**src/rtl/front_panel_trig_n_pkg.sv**
```systemverilog
// Shared encodings for the front-panel switch sequencer and the CPU state codes
// that callers use when building arm_mask.
package front_panel_trig_n_pkg;

    typedef enum logic [1:0] {
        FP_IDLE    = 2'd0,
        FP_PULSE   = 2'd1,
        FP_HOLDOFF = 2'd2,
        FP_RELEASE = 2'd3
    } fp_state_e;

    localparam logic [1:0] CPU_H0 = 2'd0;
    localparam logic [1:0] CPU_F0 = 2'd1;
    localparam logic [1:0] CPU_D0 = 2'd2;
    localparam logic [1:0] CPU_E0 = 2'd3;

    // Counter width able to hold 0..n-1, never narrower than one bit.
    function automatic int cnt_w(input int n);
        return (n > 1) ? $clog2(n) : 1;
    endfunction

endpackage

```
**src/rtl/fp_sync.sv**
```systemverilog
// NSW-wide multi-flop synchroniser for raw asynchronous switch levels.
module fp_sync #(
    parameter int NSW         = 7,
    parameter int SYNC_STAGES = 2
) (
    input  logic           clk,
    input  logic           reset,
    input  logic [NSW-1:0] i_d,
    output logic [NSW-1:0] o_q
);

    logic [SYNC_STAGES-1:0][NSW-1:0] r_stg;

    always_ff @(posedge clk or negedge reset) begin
        if (!reset) r_stg <= '0;
        else        r_stg <= {r_stg[SYNC_STAGES-2:0], i_d};
    end

    assign o_q = r_stg[SYNC_STAGES-1];

endmodule

```
**src/rtl/front_panel_trig_n.sv**
```systemverilog
// Front-panel switch sequencer: one qualified trigger pulse with snapshot per press,
// debounce holdoff, release-before-rearm, optional hold-to-repeat per channel.
module front_panel_trig_n #(
    parameter int NSW         = 7,
    parameter int SYNC_STAGES = 2,
    parameter int PULSE_LEN   = 4,
    parameter int DBNCE_BITS  = 12,
    parameter int RPT_BITS    = 20
) (
    input  logic           clk,
    input  logic           reset,
    input  logic [NSW-1:0] sw,
    input  logic [NSW-1:0] arm_mask,
    input  logic [NSW-1:0] rpt_mask,
    output logic           trig,
    output logic [NSW-1:0] swd,
    output logic           busy
);
    import front_panel_trig_n_pkg::*;

    localparam int PCW = cnt_w(PULSE_LEN);

    fp_state_e             r_state, w_state_nxt;
    logic [PCW-1:0]        r_pcnt, w_pcnt_nxt;
    logic [DBNCE_BITS-1:0] r_dcnt, w_dcnt_nxt, w_dinc;
    logic [RPT_BITS-1:0]   r_rcnt, w_rcnt_nxt, w_rinc;
    logic [NSW-1:0]        r_swd, w_swd_nxt, r_swd_last, w_last_nxt;
    logic                  r_trig, w_trig_nxt;
    logic [NSW-1:0]        w_s, w_hit, w_rpt, w_rhit;

    fp_sync #(.NSW(NSW), .SYNC_STAGES(SYNC_STAGES)) u_sync (
        .clk   (clk),
        .reset (reset),
        .i_d   (sw),
        .o_q   (w_s)
    );

    assign w_hit  = w_s & arm_mask;
    assign w_rpt  = w_s & r_swd_last & rpt_mask;
    assign w_rhit = w_rpt & arm_mask;
    // Exit on the incremented value's MSB so holdoff/repeat last exactly 2**(N-1) cycles.
    assign w_dinc = r_dcnt + 1'b1;
    assign w_rinc = r_rcnt + 1'b1;

    always_ff @(posedge clk or negedge reset) begin
        if (!reset) begin
            r_state    <= FP_IDLE;
            r_pcnt     <= '0;
            r_dcnt     <= '0;
            r_rcnt     <= '0;
            r_swd      <= '0;
            r_swd_last <= '0;
            r_trig     <= 1'b0;
        end else begin
            r_state    <= w_state_nxt;
            r_pcnt     <= w_pcnt_nxt;
            r_dcnt     <= w_dcnt_nxt;
            r_rcnt     <= w_rcnt_nxt;
            r_swd      <= w_swd_nxt;
            r_swd_last <= w_last_nxt;
            r_trig     <= w_trig_nxt;
        end
    end

    always_comb begin
        w_state_nxt = r_state;
        w_pcnt_nxt  = r_pcnt;
        w_dcnt_nxt  = r_dcnt;
        w_rcnt_nxt  = r_rcnt;
        w_swd_nxt   = '0;
        w_last_nxt  = r_swd_last;
        w_trig_nxt  = 1'b0;
        case (r_state)
            FP_IDLE: begin
                if (|w_hit) begin
                    w_state_nxt = FP_PULSE;
                    w_swd_nxt   = w_hit;
                    w_last_nxt  = w_hit;
                    w_trig_nxt  = 1'b1;
                    w_pcnt_nxt  = '0;
                end
            end
            FP_PULSE: begin
                if (r_pcnt == PCW'(PULSE_LEN - 1)) begin
                    w_state_nxt = FP_HOLDOFF;
                    w_dcnt_nxt  = '0;
                end else begin
                    w_pcnt_nxt  = r_pcnt + 1'b1;
                    w_swd_nxt   = r_swd;
                    w_trig_nxt  = 1'b1;
                end
            end
            FP_HOLDOFF: begin
                w_dcnt_nxt = w_dinc;
                if (w_dinc[DBNCE_BITS-1]) begin
                    w_state_nxt = FP_RELEASE;
                    w_rcnt_nxt  = '0;
                end
            end
            FP_RELEASE: begin
                if (w_s == '0) begin
                    w_state_nxt = FP_IDLE;
                end else if (|w_rpt) begin
                    w_rcnt_nxt = w_rinc;
                    if (w_rinc[RPT_BITS-1]) begin
                        w_rcnt_nxt = '0;
                        if (|w_rhit) begin
                            w_state_nxt = FP_PULSE;
                            w_swd_nxt   = w_rhit;
                            w_last_nxt  = w_rhit;
                            w_trig_nxt  = 1'b1;
                            w_pcnt_nxt  = '0;
                        end
                    end
                end else begin
                    // Held, but nothing eligible to repeat: keep waiting for full release.
                    w_rcnt_nxt = '0;
                end
            end
            default: w_state_nxt = FP_IDLE;
        endcase
    end

    assign trig = r_trig;
    assign swd  = r_swd;
    assign busy = (r_state != FP_IDLE);

endmodule

```
**config.mk**
```make
export PLATFORM = sky130hd
export DESIGN_NAME = front_panel_trig_n
export DESIGN_NICKNAME = d
export VERILOG_FILES = /design/src/rtl/front_panel_trig_n_pkg.sv /design/src/rtl/fp_sync.sv /design/src/rtl/front_panel_trig_n.sv
export SDC_FILE = /design/constraint.sdc
export NUM_CORES = 1
export LEC_CHECK = 0
export BUFFER_PORTS_ARGS = -buffer_cell sky130_fd_sc_hd__buf_4
export CAP_MARGIN = 20
export CORE_UTILIZATION = 63
export CTS_CLUSTER_DIAMETER = 40
export CTS_CLUSTER_SIZE = 25
export DETAILED_ROUTE_END_ITERATION = 7
export PLACE_DENSITY = 0.84
export SYNTH_ARGS = -nofsm -noshare
export SYNTH_HDL_FRONTEND = slang
export SYNTH_HIERARCHICAL = 1
export SYNTH_SLANG_ARGS = --single-unit
```
**constraint.sdc**
```tcl
create_clock -name clk -period 6.5 [get_ports clk]
set_input_delay 0.325 -clock clk [delete_from_list [all_inputs] [get_ports clk]]
set_output_delay 0.325 -clock clk [all_outputs]
set_load 0.02 [all_outputs]
```
After elaboration in Yosys (flattened, before gate mapping)
Cells that the tools add are included.
{"block": "word_totals", "reg_bits": 65, "in_bits": 23}
{"block": "classes", "n_addsub": 3, "eq_ne": 15, "mux": 42, "bitwise_logic": 4, "reduce_logical": 15}
{"operator": "two-way mux 7 bit", "count": 11}
{"operator": "two-way mux 20 bit", "count": 3}
{"operator": "one-hot mux 20 bit (2 select lines)", "count": 1}
{"operator": "bitwise AND 7 bit", "count": 4}
{"operator": "two-way mux 2 bit", "count": 13}
{"operator": "one-hot mux 12 bit (2 select lines)", "count": 1}
{"operator": "one-hot mux 7 bit (3 select lines)", "count": 1}
{"operator": "OR reduction 7 bit", "count": 3}
{"operator": "adder 20 x 1 -> 20 bit (second input constant)", "count": 1}
{"operator": "two-way mux 19 bit", "count": 1}
{"operator": "inequality test 2 bit (second input constant)", "count": 8}
{"operator": "one-hot mux 7 bit (2 select lines)", "count": 1}
{"operator": "adder 12 x 1 -> 12 bit (second input constant)", "count": 1}
{"operator": "two-way mux 12 bit", "count": 1}
{"operator": "AND reduction 6 bit", "count": 2}
{"operator": "inequality test 3 bit (second input constant)", "count": 3}
{"operator": "one-hot mux 2 bit (4 select lines)", "count": 1}
{"operator": "nonzero test 2 bit", "count": 4}
{"operator": "zero test 7 bit", "count": 1}
{"operator": "AND reduction 7 bit", "count": 1}
{"operator": "== test 2 bit (second input constant)", "count": 3}
{"operator": "two-way mux 1 bit", "count": 6}
{"operator": "one-hot mux 2 bit (3 select lines)", "count": 1}
{"operator": "one-hot mux 1 bit (3 select lines)", "count": 1}
{"operator": "6 further kinds", "count": 6}

Longest topological paths before layout
Gate-level depths: netlist (run 1).
{"block": "logic_depth", "word_depth": 9, "mapped_depth": 9}

Modules after synthesis
The synthesis (run 1) kept the hierarchy.
{"mod": "front_panel_trig_n", "instances": 1, "cells_each": 335, "area_each_um2": 2917.8}
{"mod": "fp_sync", "instances": 1, "cells_each": 21, "area_each_um2": 402.9}

Worst setup path before layout (run 1)
No wires, ideal clock.
{"block": "synth_path", "path_type": "flip-flop to flip-flop", "startpoint": "register u_sync.r_stg, in the netlist u_sync/o_q[5]", "endpoint": "register r_rcnt[4]", "setup_time_ns": 0.124, "t_arrival_ns": 2.231, "required_ns": 6.376, "path_slack_ns": 4.145, "path_stages_with_launch": 10, "path_buffers": 3, "cell_sequence": "dfrtp_1 buf_4 or4_1 o41ai_1 a22o_1 or3_1 buf_2 buf_6 nor3_1 a211o_1"}
{"block": "synth_between", "elab_chain_cells": 6, "elab_cells_between_ends": 9, "cone_classes": "eq/ne (1); mux (3); bitwise (2); reduce/logical (3)"}
{"element": "from (decl)", "line_no": "fp_sync.sv:12", "rtl": "logic [SYNC_STAGES-1:0][NSW-1:0] r_stg;"}
{"element": "from (signal assigned)", "line_no": "fp_sync.sv:16", "rtl": "else r_stg <= {r_stg[SYNC_STAGES-2:0], i_d};"}
{"element": "bitwise AND 7 bit (2 in a row)", "line_no": "front_panel_trig_n.sv:39", "rtl": "assign w_rpt = w_s & r_swd_last & rpt_mask;"}
{"element": "OR reduction 7 bit", "line_no": "front_panel_trig_n.sv:103", "rtl": "end else if (|w_rpt) begin"}
{"element": "two-way mux 20 bit", "line_no": "front_panel_trig_n.sv:103"}
{"element": "two-way mux 20 bit", "line_no": "front_panel_trig_n.sv:101", "rtl": "if (w_s == '0) begin"}
{"element": "one-hot mux 20 bit (2 select lines)", "line_no": "front_panel_trig_n.sv:73", "rtl": "case (r_state)"}
{"element": "to (signal assigned)", "line_no": "front_panel_trig_n.sv:58", "rtl": "r_rcnt <= w_rcnt_nxt;"}
{"element": "to (decl)", "line_no": "front_panel_trig_n.sv:26", "rtl": "logic [RPT_BITS-1:0] r_rcnt, w_rcnt_nxt, w_rinc;"}
Several ways; a longest one is shown, not always the timed one. The select of a mux whose other input is x is not followed.
A chain may end at the register's enable or synchronous reset.

Worst setup path in the final report (run 1)
Same ends and word-level chain as after synthesis.

==> reports/summary.txt, run 1 <==
Total gr overflow: 0
Highest Clock Rate: 0.3076 GHz
Via density: 6.247
CTS tree: built
Switching Power: 0.5214 mW
Pleak: 1.677 nW
H-tree lvl count: 3
Worst-Margin Slew: 0.8177 ns
Setup TNS: 0 ns
Max-Cap Viols: 0
Sw Share: 38.76%
DRT antenna net count: 0
Number of flops mapped to enable cells by yosys: 0
Rows: 26
Slew Limit Fails: 0
Worst path arrival time: 3.48 ns
# clock sinks: 64
First-pass GRT wire length: 11.71 mm
Cell total after placement: 442
Slowest-stage cell, CP: a22o_1
Mux contribution to synthesized area: 0.6405%
Synth Area in Simple Gates: 23.78%
Cells after synthesis: 356
Final setup skew: 0.01028 ns
Cell Chain, Critical Path: or4_1 -> o41ai_1 -> a22o_1 -> or3_1 -> nor3_1 -> a211o_1
Peak VDD IR: 208.0 µV
CP Class: reg -> reg
Placed wire-length estimate: 4.765 mm
Largest family of logic cells by synthesized area: simple AND/OR/NAND/NOR gates
Hold-fix buffer count after cts: 0
Final Hold Viols: 0
Crit path capture type: flop
RSZ-0062 raised after global routing: false
Hold Crit Class: in -> async
GP Congestion: 0.8677
I/O Buffers: 31
Final period util: 50.02%
Adder-cell share of the synthesized area: 3.014%
Power Internal: 0.8240 mW
Synth top cells by count: 64 x dfrtp_1, 37 x nand2_1, 27 x o21ai_0
YS warnings: 6
Syn Nets: 387
Main flop type after synthesis: dfrtp_1
CP Max Fanout: 22
Seq pwr share: 38.4%
Power per cell area: 357.8 nW/µm²
Post-Syn Area: 3321 µm²
Slew headroom: 45.03%
Setup violators final: 0
Reg2Reg Launch Point: u_sync/o_q[5]
# resized after CTS: 0
Worst-path clk slew: 0.08 ns
Routed WL: 7.066 mm
Vias: 2,861
Number of nets in the layout: 414
Die Ht: 74.60 µm
Combinational cell fraction of total power: 35.4%
Tmin final: 3.251 ns
Core area: 5107 µm²
Area of the die: 5565 µm²
Ys async rst share: 100.0%
Final cell count without fillers: 458
Starting Density: 65.02%
Ports: 32
Post-route setup slack: 3.249 ns
Die width: 74.60 µm
Synth cell types: 53
Area grow syn2layout: 13.23%
Setup slack, reg-to-reg: 3.25 ns
Drt wl/cell: 15.43 µm
Clk_lat worst skew: 0.35 ns
N_diodes: 0
Pre-CTS WS: 3.298 ns
Synth top area cells: dfrtp_1 48%, nand2_1 4.2%, o21ai_0 4.1%, a21oi_1 3.8%, nand3_1 3.3%
Final Power: 1.345 mW
DRC viols: 0
Most numerous cell in the Yosys netlist: dfrtp_1
Clk network pwr share: 26.3%
Largest net degree at the start of global routing: 65
Post-Synth XOR/XNOR Area: 1.583%
Cts bufs inserted: 9
Initial antenna violation count: 0
Postcts setup bufs: 0
Synth Register Bits: 64
Worst EP required: 6.73 ns
DRT iter0 DRCs: 321
Worst setup SP type: flop
Seq/Total Area, Yosys: 48.23%
GRT Util Overall: 28.27%
Synth Area per Inst: 9.328 µm²
Post-synth top area cell: dfrtp_1
R2R Path End: r_rcnt[4]
CTS Buffer Depth: 2
Status: complete, no violations
Root Buffer: clkbuf_8
Vias in the first global route: 2,593
Fraction of layout cells with a size suffix above 1: 14.18%
Yosys top cell area share: 48.23%
Synth Area in Compound Gates: 18.54%
Initial DRT Pass Iterations: 5
R2R depth: 6
CP max stage delay: 0.70 ns
-- flip-flops by register name, indices dropped and copies added, names as in the netlist --
register	flops
r_dcnt	12
u_sync/o_q	7
r_pcnt	2
u_sync/r_stg	7
r_rcnt	19
r_state	2
r_swd_last	7
trig	1
swd	7
-- logic make-up (layout without fill, tap and decap cells) --
kind of cell | Yosys count | in the layout
xor gates and xnor gates | 6 | 6
DFF | 64 | 64
adders and majority gates | 8 | 8
and+or+nand+nor | 152 | 152
AOI/OAI and AO/OA | 96 | 96
muxes | 2 | 2
buffers and inverters | 28 | 60
-- cell usage in the layout (no fill, tap or decap), types with 3 or more instances in the layout --
cell type / instances
and3_1: 6
nand3_1: 22
o21ai_1: 8
nor3_1: 19
xor2_1: 5
or4_1: 4
nand2_1: 37
and4_1: 3
ha_1: 8
or3_1: 11
buf_4: 33
nand2b_1: 5
a21o_1: 9
inv_1: 11
a21oi_1: 25
nor2b_1: 3
o41ai_2: 3
clkbuf_8: 9
o21ai_0: 27
nor2_1: 21
dfrtp_1: 64
clkinv_4: 3
o31ai_1: 4
nand4_1: 11
-- final cells by class --
class	instances	area [µm²]
Tap cell	70	87.58
Multi-Input combinational cell	264	1579
Timing Repair Buffer	33	247.7
Inverter	11	41.29
Fill cell	354	1348
Clock buffer	9	123.9
Clock inverter	7	78.83
Sequential cell	64	1602
-- worst max-delay path: cells and delay by family, from the launching register on --
| family | cells | cell delay [ns] |
|---|---|---|
| AO/OA/AOI/OAI | 3 | 1.48 |
| AND/OR/NAND/NOR | 3 | 1.22 |
| flip-flops | 1 | 0.44 |
-- power groups by stage --
| stage | Sequential [mW] | Clock (mW) | Combinational (mW) |
|---|---|---|---|
| final | 0.516 | 0.354 | 0.476 |
| after global routing | 0.525 | 0.374 | 0.525 |
| after CTS | 0.514 | 0.358 | 0.471 |
| after detailed placement | 0.522 | 0 | 0.467 |
| after global placement | 0.518 | 0 | 0.456 |
| after floorplan | 0.522 | 0 | 0.332 |
-- per-stage QoR --
step / util (%) / cell area, µm² / hold slack (ns)
after floorplan: - / 3321 / 0.02941
after global placement: 69.65 / 3557 / 0.3325
after CTS: 73.62 / 3760 / 0.06628
after global routing: 73.62 / 3760 / 0.06443
after detailed placement: 69.65 / 3557 / 0.3358
final: 73.62 / 3760 / 0.04007
-- worst max-delay path by stage --
stage / start / endpoint / slack [ns] / cells past startpoint
final: u_sync/o_q[5] / r_rcnt[4] / 3.25 / 6
after global routing: u_sync/o_q[5] / r_rcnt[4] / 3.10 / 6
after CTS: u_sync/o_q[5] / r_rcnt[4] / 3.27 / 6
after detailed placement: u_sync/o_q[5] / r_rcnt[4] / 3.30 / 6
after global placement: u_sync/o_q[5] / r_rcnt[4] / 3.36 / 6
after floorplan: u_sync/o_q[5] / r_rcnt[4] / 4.15 / 9
-- metal layers --
layer | routed length [µm] | part of all wire (%) | vias up | GRT usage, %
li1 | - | - | 1360 | -
met1 | 3145 | 45 | 1359 | 38.75
met2 | 3276 | 46 | 123 | 43.14
met3 | 481 | 6.8 | 19 | 5.285
met4 | 163 | 2.3 | 0 | 14.47
met5 | 0 | 0 | - | 0
No activity file was read; power rests on OpenSTA's default activity.
==> inputs of run 2 (changes only) <==
--- a/config.mk
+++ b/config.mk
@@ -7,11 +7,11 @@
 export LEC_CHECK = 0
 export BUFFER_PORTS_ARGS = -buffer_cell sky130_fd_sc_hd__buf_4
 export CAP_MARGIN = 20
-export CORE_UTILIZATION = 63
+export CORE_UTILIZATION = 53
 export CTS_CLUSTER_DIAMETER = 40
 export CTS_CLUSTER_SIZE = 25
 export DETAILED_ROUTE_END_ITERATION = 7
-export PLACE_DENSITY = 0.84
+export PLACE_DENSITY = 0.75
 export SYNTH_ARGS = -nofsm -noshare
 export SYNTH_HDL_FRONTEND = slang
 export SYNTH_HIERARCHICAL = 1
==> constraint.sdc (replaced) <==
create_clock -name clk -period 2.65 [get_ports clk]
set_input_delay 0.1325 -clock clk [delete_from_list [all_inputs] [get_ports clk]]
set_output_delay 0.1325 -clock clk [all_outputs]
set_load 0.02 [all_outputs]
==> reports/summary.txt, run 2 (synthesized netlist as in run 1, its figures left out) <==
Most frequent cells in the layout: 64 x dfrtp_1, 40 x buf_4, 37 x nand2_1, 27 x o21ai_0, 25 x a21oi_1
Power per cell area: 858.7 nW/µm²
Drt wl/cell: 15.27 µm
R2R Path End: r_rcnt[11]
Final setup skew: 0.009364 ns
Clk_lat worst skew: 0.34 ns
Largest register FFs: 19
CTS Buffer Depth: 2
Final period util: 90.84%
GP Congestion: 0.9255
I/O Buffers: 31
Cell Chain, Critical Path: nand4_2 -> o41a_1 -> a22o_1 -> or3_4 -> buf_4 -> or3_1 -> o21ai_1
Hold Path Origin: rpt_mask[6]
Worst-path clk slew: 0.08 ns
Placed wire-length estimate: 5.017 mm
Max-Cap Viols: 0
Area grow syn2layout: 17.52%
CP Class: reg -> reg
Top reg by flops: r_rcnt
Die width: 81.16 µm
CP top delay family: simple AND/OR/NAND/NOR gates
Worst path bufs/invs: 1
Starting Density: 55.43%
Vias: 2,848
Setup violators final: 0
Crit path capture type: flop
Slowest-stage cell, CP: o41a_1
Die Ht: 81.16 µm
Core area: 5991 µm²
Worst path arrival time: 2.68 ns
Fillers: 476
Area of the die: 6586 µm²
Cts bufs inserted: 9
CP Max Fanout: 9
Hold path depth: 3
Peak VDD IR: 604.1 µV
Highest Clock Rate: 0.4154 GHz
Worst EP required: 2.92 ns
Root Buffer: clkbuf_8
Worst-Margin Slew: 0.7825 ns
DRT antenna net count: 0
RSZ-0062 raised after global routing: false
Setup slack, reg-to-reg: 0.24 ns
R2R depth: 7
Worst Hold End: swd[6]
Routed WL: 7.301 mm
Ports: 32
Initial antenna violation count: 0
Setup TNS: 0 ns
Via density: 5.958
Fraction of layout cells with a size suffix above 1: 15.63%
Total area of sequential cells: 1602 µm²
Pleak: 1.742 nW
DRC viols: 0
Slew Limit Fails: 0
Postcts setup bufs: 0
Vias in the first global route: 2,622
Initial DRT Pass Iterations: 5
Worst setup SP type: flop
Final Power: 3.351 mW
Rows: 28
N_diodes: 0
GRT Util Overall: 24.29%
Biggest regs: r_rcnt x19, r_dcnt x12
H-tree lvl count: 3
# clock sinks: 64
First-pass GRT wire length: 12.11 mm
Total gr overflow: 0
Multi-input logic area: 1584 µm²
Number of nets in the layout: 429
Final Hold Viols: 0
CTS tree: built
Commonest non-fill, non-tap cell in the layout: dfrtp_1
Tmin final: 2.407 ns
CP max stage delay: 0.46 ns
Hold Crit Class: in -> reg
Slew headroom: 47.84%
Status: complete, no violations
Reg2Reg Launch Point: r_dcnt[3]
Largest net degree at the start of global routing: 65
DRT iter0 DRCs: 232
[run 2: worst max path at each step]
| stage | start | endpoint | slack, ns | cells past startpoint |
|---|---|---|---|---|
| floorplan | u_sync/o_q[5] | r_rcnt[4] | 0.30 | 9 |
| global placement | r_dcnt[3] | r_rcnt[11] | 0.22 | 7 |
| detailed placement | r_dcnt[3] | r_rcnt[13] | 0.16 | 7 |
| CTS | r_dcnt[3] | r_rcnt[13] | 0.14 | 7 |
| global route | r_dcnt[3] | r_rcnt[13] | 0.1 | 7 |
| finish | r_dcnt[3] | r_rcnt[11] | 0.24 | 7 |
[run 2: final cells by class]
| type | count | area share, % |
|---|---|---|
| Sequential cell | 64 | 41.04 |
| Multi-Input combinational cell | 264 | 40.59 |
| Timing Repair Buffer | 48 | 9.747 |
| Clock buffer | 9 | 3.174 |
| Tap cell | 75 | 2.405 |
| Clock inverter | 7 | 1.988 |
| Inverter | 11 | 1.058 |
[run 2: tightest hold or removal path, cell delays in order]
cell and delay [ns]:
buf_4 0.12, nand3_1 0.07, a21oi_1 0.06
[run 2: where the power goes]
| part | leakage (nW) | switching [mW] | internal [mW] |
|---|---|---|---|
| Clock | 0.100 | 0.411 | 0.442 |
| Sequential | 0.840 | 0.136 | 1.12 |
| Combinational | 0.802 | 0.724 | 0.514 |
| Total | 1.74 | 1.27 | 2.08 |
[run 2: timing repair]
action                                  4_1_cts  5_1_grt
hold endpoints to repair                     71        0
hold buffers                                  8        0
endpoints found under the setup margin        0        1
gates resized for setup                       0        1
[run 2: layer usage]
metal / up-vias / part of all wire, % / GRT usage [%]
met1: 1377 / 48 / 35.06
met3: 6 / 4.2 / 6.067
met4: 0 / 0.74 / 7.321
met5: - / 0 / 0
met2: 80 / 47 / 35.80
li1: 1385 / - / -
[run 2: stage by stage]
step / hold WS [ns] / cell area [µm²] / setup WS, ns / cells / utilization, %
floorplan: -0.1631 / 3321 / 0.2953 / 356 / -
global placement: 0.2418 / 3616 / 0.2160 / 454 / 60.36
detailed placement: 0.2428 / 3616 / 0.1621 / 454 / 60.36
CTS: 0.06444 / 3897 / 0.1371 / 478 / 65.06
global route: 0.06696 / 3902 / 0.09958 / 478 / 65.14
finish: 0.07790 / 3902 / 0.2429 / 478 / 65.14
==> inputs of run 3 (changes only) <==
--- a/config.mk
+++ b/config.mk
@@ -7,6 +7,7 @@
 export LEC_CHECK = 0
 export BUFFER_PORTS_ARGS = -buffer_cell sky130_fd_sc_hd__buf_4
 export CAP_MARGIN = 20
+export CORE_MARGIN = 2
 export CORE_UTILIZATION = 53
 export CTS_CLUSTER_DIAMETER = 40
 export CTS_CLUSTER_SIZE = 25
==> reports/summary.txt, run 3 (synthesized netlist as in run 1, its figures left out) <==
Highest Clock Rate: 0.4120 GHz
Root Buffer: clkbuf_8
R2R depth: 7
Max-Cap Viols: 0
Core area: 5991 µm²
H-tree lvl count: 3
DRT iter0 DRCs: 200
Clk_lat worst skew: 0.34 ns
Setup slack, reg-to-reg: 0.22 ns
Setup violators final: 0
CP Class: reg -> reg
Hold WS: 0.07519 ns
Crit path capture type: flop
Setup TNS: 0 ns
Initial DRT Pass Iterations: 5
# clock sinks: 64
Worst Hold End: swd[0]
Seq pwr share: 37.3%
Area of the die: 6915 µm²
RSZ-0062 raised after global routing: false
Starting Density: 55.43%
Worst setup SP type: flop
Hold Crit Class: in -> reg
Slew headroom: 48.05%
Peak VDD IR: 526.1 µV
Power Internal: 2.092 mW
Fillers: 494
DRT antenna net count: 0
Total area of sequential cells: 1602 µm²
I/O Buffers: 31
Status: complete, no violations
Postcts setup bufs: 0
CP max stage delay: 0.45 ns
Routed WL: 7.414 mm
Area grow syn2layout: 17.75%
Drt wl/cell: 15.48 µm
DRC viols: 0
GRT Util Overall: 22.57%
Vias: 2,876
CP Max Fanout: 9
Power per cell area: 865.4 nW/µm²
Cts bufs inserted: 9
Final period util: 91.59%
Most frequent cells in the layout: 64 x dfrtp_1, 41 x buf_4, 37 x nand2_1, 27 x o21ai_0, 25 x a21oi_1
Worst-path clk slew: 0.08 ns
Slew Limit Fails: 0
Die width: 83.16 µm
Total gr overflow: 0
GP Congestion: 0.9356
Die Ht: 83.16 µm
First-pass GRT wire length: 12.78 mm
Final Hold Viols: 0
Worst-Margin Slew: 0.7792 ns
Cell Chain, Critical Path: nand4_2 -> o41a_1 -> a22o_1 -> or3_4 -> buf_4 -> or3_1 -> o21ai_1
Biggest regs: r_rcnt x19, r_dcnt x12
Clk network pwr share: 25.4%
Switching Power: 1.292 mW
Hold Path Origin: arm_mask[0]
Final setup skew: 0.007501 ns
Worst path arrival time: 2.69 ns
CTS tree: built
Reg2Reg Launch Point: r_dcnt[3]
Largest net degree at the start of global routing: 65
Sw Share: 38.18%
Via density: 6.004
Initial antenna violation count: 0
Top reg by flops: r_rcnt
Ports: 32
Hold path depth: 3
Multi-input logic area: 1584 µm²
CTS Buffer Depth: 2
Tmin final: 2.427 ns
Fraction of layout cells with a size suffix above 1: 15.84%
Rows: 28
Commonest non-fill, non-tap cell in the layout: dfrtp_1
Placed wire-length estimate: 5.255 mm
Worst EP required: 2.91 ns
Pleak: 1.748 nW
Largest register FFs: 19
Slowest-stage cell, CP: o41a_1
N_diodes: 0
Number of nets in the layout: 430
Vias in the first global route: 2,714
Combinational cell fraction of total power: 37.3%
R2R Path End: r_rcnt[13]
==> run 3: through the flow <==
stage | instance area [µm²] | utilization [%] | power [mW] | setup slack (ns) | cells
floorplan | 3321 | - | 2.095 | 0.2953 | 356
detailed placement | 3623 | 60.48 | 2.519 | 0.1585 | 455
finish | 3910 | 65.27 | 3.384 | 0.2230 | 479
global placement | 3623 | 60.48 | 2.481 | 0.2193 | 455
CTS | 3905 | 65.18 | 3.392 | 0.1373 | 479
global route | 3910 | 65.27 | 3.622 | 0.08442 | 479
==> run 3: worst max-delay path by stage <==
stage / from / end / slack, ns / cells past startpoint
6_report: r_dcnt[3] / r_rcnt[13] / 0.22 / 7
5_1_grt: r_dcnt[3] / r_rcnt[13] / 0.08 / 7
4_1_cts: r_dcnt[3] / r_rcnt[13] / 0.14 / 7
3_5_place_dp: r_dcnt[3] / r_rcnt[11] / 0.16 / 7
3_3_place_gp: r_dcnt[3] / r_rcnt[11] / 0.22 / 7
2_1_floorplan: u_sync/o_q[5] / r_rcnt[4] / 0.30 / 9
==> run 3: area by class of cell <==
type | instances | share of cell area, %
Inverter | 11 | 1.056
Multi-Input combinational cell | 264 | 40.51
Clock inverter | 7 | 1.984
Tap cell | 75 | 2.400
Timing Repair Buffer | 49 | 9.920
Clock buffer | 9 | 3.168
Sequential cell | 64 | 40.96
==> run 3: metal layers <==
metal / share of wire (%) / vias to the layer above / track usage [%]
li1: - / 1382 / -
met1: 47 / 1400 / 31.12
met2: 47 / 85 / 36.29
met3: 4.4 / 9 / 4.175
met4: 1.1 / 0 / 7.154
met5: 0 / - / 0
==> run 3: power groups by stage <==
| stage | Clock, mW | Combinational (mW) | Sequential [mW] |
|---|---|---|---|
| 2_1_floorplan | 0 | 0.815 | 1.28 |
| 3_3_place_gp | 0 | 1.21 | 1.27 |
| 3_5_place_dp | 0 | 1.24 | 1.28 |
| 4_1_cts | 0.880 | 1.25 | 1.26 |
| 5_1_grt | 0.930 | 1.40 | 1.29 |
| 6_report | 0.858 | 1.26 | 1.26 |
==> run 3: repair_timing <==
| item | 4_1_cts | 5_1_grt |
|---|---|---|
| gates resized for setup | 0 | 1 |
| hold buffers | 8 | 0 |
| endpoints found under the hold margin | 71 | 0 |
| setup endpoints to repair | 0 | 3 |
==> run 3: worst max-delay path, delay by kind of cell, from the launching register on <==
| family | cells | cell delay [ns] |
|---|---|---|
| and+or+nand+nor | 3 | 0.93 |
| AOI/OAI and AO/OA | 3 | 0.79 |
| DFF | 1 | 0.44 |
| buffers and inverters | 1 | 0.19 |
